`config.mk`:
```
export PLATFORM = sky130hd
export DESIGN_NAME = vga_frame_fetch
export DESIGN_NICKNAME = d
export VERILOG_FILES = /design/src/rtl/vga_frame_fetch.sv
export SDC_FILE = /design/constraint.sdc
export NUM_CORES = 1
export LEC_CHECK = 0
export ABC_CLOCK_PERIOD_IN_PS = 5100
export BUFFER_PORTS_ARGS = -buffer_cell sky130_fd_sc_hd__buf_2
export CORE_ASPECT_RATIO = 0.75
export CORE_UTILIZATION = 45
export CTS_CLUSTER_SIZE = 16
export DETAILED_ROUTE_END_ITERATION = 10
export SYNTH_ARGS = -nofsm -noshare
export SYNTH_HDL_FRONTEND = slang
export SYNTH_SLANG_ARGS = --single-unit
```
`constraint.sdc`:
```
create_clock -name clk -period 5.1 [get_ports clk]
set_clock_uncertainty 0.2 [all_clocks]
set_input_delay 0 -clock clk [delete_from_list [all_inputs] [get_ports clk]]
set_output_delay 0 -clock clk [all_outputs]
set_load 0.01 [all_outputs]
```
`src/rtl/vga_frame_fetch.sv`:
```
// Prefetches RGB332 frame words from SRAM into a small FIFO and serialises them one pixel per clock.
// Output latency 1 clk; one outstanding read at a time, requests throttled by FIFO occupancy.
module vga_frame_fetch #(
  parameter int                    WIDTH      = 12,
  parameter int                    HSIZE      = 800,
  parameter int                    VSIZE      = 600,
  parameter int                    ADDR_WIDTH = 20,
  parameter logic [ADDR_WIDTH-1:0] BASE_ADDR  = '0,
  parameter int                    FIFO_DEPTH = 16
) (
  input  logic                  clk,
  input  logic                  rst_n,
  input  logic [WIDTH-1:0]      hdata,
  input  logic [WIDTH-1:0]      vdata,
  input  logic                  data_enable,
  output logic                  mem_req,
  output logic [ADDR_WIDTH-1:0] mem_addr,
  input  logic                  mem_ack,
  input  logic [31:0]           mem_rdata,
  output logic [7:0]            pixel,
  output logic                  pixel_valid,
  output logic                  underflow
);

  localparam int TOTAL = HSIZE * VSIZE / 4;
  localparam int CW    = $clog2(TOTAL + 1);
  localparam int PW    = $clog2(FIFO_DEPTH);

  typedef enum logic [1:0] {S_IDLE, S_REQ, S_DRAIN} state_t;

  state_t                state, state_nxt;
  logic [CW-1:0]         fetch_cnt;
  logic [ADDR_WIDTH-1:0] addr_q;
  logic [31:0]           fifo_mem [FIFO_DEPTH];
  logic [PW-1:0]         wr_ptr, rd_ptr;
  logic [PW:0]           fifo_cnt;
  logic                  fifo_empty;
  logic                  frame_restart;
  logic                  push, pop, advance, addr_rst;
  logic [31:0]           head;
  logic [7:0]            head_byte;

  assign frame_restart = (hdata == '0) && (vdata == WIDTH'(VSIZE));
  assign fifo_empty    = (fifo_cnt == '0);
  assign head          = fifo_mem[rd_ptr];
  assign pop           = data_enable && (hdata[1:0] == 2'd3) && !fifo_empty && !frame_restart;
  assign mem_req       = (state != S_IDLE);
  assign mem_addr      = addr_q;

  always_ff @(posedge clk or negedge rst_n) begin
    if (!rst_n) state <= S_IDLE;
    else        state <= state_nxt;
  end

  // A read in flight at frame restart is completed but its data thrown away.
  always_comb begin
    state_nxt = state;
    push      = 1'b0;
    advance   = 1'b0;
    addr_rst  = 1'b0;
    case (state)
      S_IDLE: begin
        if (frame_restart)
          addr_rst = 1'b1;
        else if (fetch_cnt < CW'(TOTAL) && fifo_cnt < (PW+1)'(FIFO_DEPTH))
          state_nxt = S_REQ;
      end
      S_REQ: begin
        if (mem_ack) begin
          state_nxt = S_IDLE;
          if (frame_restart) begin
            addr_rst = 1'b1;
          end else begin
            push    = 1'b1;
            advance = 1'b1;
          end
        end else if (frame_restart) begin
          state_nxt = S_DRAIN;
        end
      end
      S_DRAIN: begin
        if (mem_ack) begin
          state_nxt = S_IDLE;
          addr_rst  = 1'b1;
        end
      end
      default: state_nxt = S_IDLE;
    endcase
  end

  always_ff @(posedge clk or negedge rst_n) begin
    if (!rst_n) begin
      addr_q    <= BASE_ADDR;
      fetch_cnt <= '0;
    end else begin
      if (addr_rst)     addr_q <= BASE_ADDR;
      else if (advance) addr_q <= addr_q + ADDR_WIDTH'(1);
      if (frame_restart) fetch_cnt <= '0;
      else if (advance)  fetch_cnt <= fetch_cnt + CW'(1);
    end
  end

  always_ff @(posedge clk) begin
    if (push) fifo_mem[wr_ptr] <= mem_rdata;
  end

  always_ff @(posedge clk or negedge rst_n) begin
    if (!rst_n) begin
      wr_ptr   <= '0;
      rd_ptr   <= '0;
      fifo_cnt <= '0;
    end else if (frame_restart) begin
      wr_ptr   <= '0;
      rd_ptr   <= '0;
      fifo_cnt <= '0;
    end else begin
      if (push) wr_ptr <= wr_ptr + PW'(1);
      if (pop)  rd_ptr <= rd_ptr + PW'(1);
      case ({push, pop})
        2'b10:   fifo_cnt <= fifo_cnt + (PW+1)'(1);
        2'b01:   fifo_cnt <= fifo_cnt - (PW+1)'(1);
        default: fifo_cnt <= fifo_cnt;
      endcase
    end
  end

  always_comb begin
    head_byte = 8'h00;
    case (hdata[1:0])
      2'd0: head_byte = head[31:24];
      2'd1: head_byte = head[23:16];
      2'd2: head_byte = head[15:8];
      2'd3: head_byte = head[7:0];
      default: head_byte = 8'h00;
    endcase
  end

  always_ff @(posedge clk or negedge rst_n) begin
    if (!rst_n) begin
      pixel       <= 8'h00;
      pixel_valid <= 1'b0;
      underflow   <= 1'b0;
    end else begin
      pixel       <= (data_enable && !fifo_empty) ? head_byte : 8'h00;
      pixel_valid <= data_enable;
      if (frame_restart)                   underflow <= 1'b0;
      else if (data_enable && fifo_empty)  underflow <= 1'b1;
    end
  end

endmodule

```
==> metrics.cfg <==
[cts]
cts_made_buffers=53
tritoncts=done
cts-root-buf=clkbuf_16
clock_path_buffers=3
clock-sinks=574
cts_resized=0
clk_pin_slew_worst_paths_ps=70
clk_latency_ps=590
ctsHoldBuffers=48
cts_setup_buffers=0
cts_max_level=2

[hold_path]
min_path_type=in2reg
worstHoldPathCells=5

[sta]
finalHoldViolCount=0
timing.fmax_mhz=279.3
rsz0062_at_grt=no
timing.final.ws_setup_ps=1520
drv_slew=0
finalCriticalPeriod_ps=3580
holdWs_ps=38.71
setup_viol=0
totalNegativeSetupSlack_ps=0
finalCritPeriodShare_pct=70.20
relSlewSlack_pct=22.47
tightest_slew_ps=1163

[logic_synthesis]
ys_seq_area_share_pct=73.65
async_reset_ff_share_pct=10.80
ys.flop_type=edfxtp_1
synth_seq_cells=574
synthesis.nets=1242
synth-edff-count=512
syn_area_per_cell_um2=19.59
yosys_warnings=0
yosysUniqueCellTypes=62
synthCells=1173
syn_area_um2=22980

[floorplan]
io-pin-count=91
die_h_um=197.7
fp.dieW_um=263.0
initial_core_util_pct=45.71
core_um2=50280
rows=71
die_area_um2=51990

[worst_setup_path]
crit_required_ps=5360
crit_chain=buf_4, mux4_2, or3_1, o21ai_1, nor3_1, o2111ai_1, o31ai_1, dlygate4sd3_1
path_max_fanout=31
start_kind=register
cp_num_buf_inv=2
end_kind=register
arrival_ps=3840
slowest_delay_ps=820
r2r.worst_path.cells=8
crit_family=buffers and inverters
cp_num_cells=8
slowest_stage=dfrtp_4
criticalPathCategory=reg2reg

[grt]
grt_pass1_wl_um=74390
antenna_found_initial=0
grt_pass1_vias=11600
grt_max_degree=63
gr-usage-all-layers_pct=19.38
grt-ovfl-total=0

[route]
via_per_inst=5.733
drt-initial-drc-count=1044
first_pass_iters=5
routedWlPerCell_um=24.62
wl_um=49840
route.detailed.drc=0
drtAntennaViolNets=0
num_vias=11600

[final_layout]
stdcell_area_um2=26180
final_common_cell=edfxtp_1
area_growth_pct=13.93
layout_common_cells=edfxtp_1, mux4_2, buf_2
nets=1394
final_cells=2024
diodes=0
drive_above_1_share_pct=23.77

[placed_design]
placed_area_um2=24020
place_hpwl_um=28970
place_ws_ps=1713
io_buffers=90
place_inst=1879
place.gp.congestion=0.7856

[job]
max-cap-violations=0

[run_status]
status=finished clean

[pwr]
p_leak_nw=8.744
power_density_nw_per_um2=494.3
worst_ir_drop_vdd_mv=0.2799

-- path summary, 6_finish.rpt --
path / startpoint / endpoint / slack [ps]
max in group asynchronous: rst_n / rd_ptr[1] / 3550
worst max register to register: rd_ptr[0] / pixel[0] / 1520
worst min register to register: underflow / underflow / 290
worst min-delay path: vdata[1] / wr_ptr[3] / 40
worst max-delay path: rd_ptr[0] / pixel[0] / 1520
min in group asynchronous: rst_n / fetch_cnt[8] / 480
-- sequential cells by signal (all words and copies together) (netlist names) --
name	count
fifo_mem	512
mem_addr	20
fetch_cnt	17
pixel	8
fifo_cnt	5
rd_ptr	4
wr_ptr	4
state	2
pixel_valid	1
underflow	1
-- layer usage --
layer	routed length, um	global-route usage, %
met5	0	0
met4	816	4.288
met3	3330	4.291
met2	21850	28.50
met1	23840	29.65
-- stage by stage --
stage | utilization, % | total power, mW
floorplan | - | 8.203
global placement | 47.76 | 9.140
detailed placement | 47.76 | 9.158
CTS | 52.07 | 13.06
global route | 52.07 | 13.50
finish | 52.07 | 12.94
-- synth_stat cells, types with 5 or more instances --
| cell | instances | area share [%] |
|---|---|---|
| a21oi_1 | 21 | 0.46 |
| a22o_1 | 6 | 0.23 |
| a22oi_1 | 18 | 0.59 |
| a31oi_1 | 7 | 0.19 |
| and2_1 | 5 | 0.14 |
| and3_1 | 11 | 0.30 |
| and4_1 | 5 | 0.19 |
| buf_12 | 5 | 0.44 |
| buf_2 | 18 | 0.39 |
| buf_4 | 11 | 0.36 |
| buf_6 | 7 | 0.34 |
| clkbuf_1 | 11 | 0.18 |
| dfrtp_1 | 62 | 6.8 |
| edfxtp_1 | 512 | 67 |
| ha_1 | 9 | 0.49 |
| inv_1 | 13 | 0.21 |
| mux2_2 | 6 | 0.29 |
| mux2i_1 | 12 | 0.52 |
| mux4_1 | 27 | 3.1 |
| mux4_2 | 106 | 10 |
| nand2_1 | 55 | 0.90 |
| nand3_1 | 21 | 0.46 |
| nand4_1 | 9 | 0.24 |
| nor2_1 | 63 | 1.0 |
| nor3_1 | 15 | 0.33 |
| nor4_1 | 12 | 0.33 |
| o21ai_0 | 11 | 0.24 |
| o21ai_1 | 6 | 0.13 |
| or3_1 | 5 | 0.14 |
| xnor2_1 | 29 | 1.1 |
| xor2_1 | 12 | 0.46 |
-- worst reg2reg max path, cell delays in order (launching register included) --
cell and delay [ps]:
dfrtp_4 820, buf_4 410, mux4_2 570, or3_1 330, o21ai_1 80, nor3_1 120, o2111ai_1 250, o31ai_1 90
dlygate4sd3_1 570
-- final cells by class --
| class | count | area (um^2) |
|---|---|---|
| multi-input cells | 529 | 5607 |
| clock buffers | 66 | 1425 |
| repair buffers | 153 | 1081 |
| flip-flops and latches | 574 | 16930 |
| fillers | 4012 | 24100 |
| clock inverters | 31 | 261.5 |
| inverters | 14 | 52.55 |
| well taps | 657 | 822.0 |
-- power breakdown --
part | internal, mW | leakage [nW] | switching [mW]
clock | 2.14 | 0.817 | 1.74
sequential | 5.50 | 5.42 | 0.313
combinational | 1.49 | 2.51 | 1.76
total | 9.13 | 8.74 | 3.81
-- logic make-up after synthesis --
kind of cell               count (synthesis)  share of synthesized area, %
DFF                                      574                         73.65
and+or+nand+nor                          223                         4.840
muxes                                    151                         14.29
AOI/OAI and AO/OA                        105                         3.114
buffers and inverters                     70                         2.053
xor gates and xnor gates                  41                         1.562
adders and majority gates                  9                        0.4900
(Power assumes the default switching activity.)
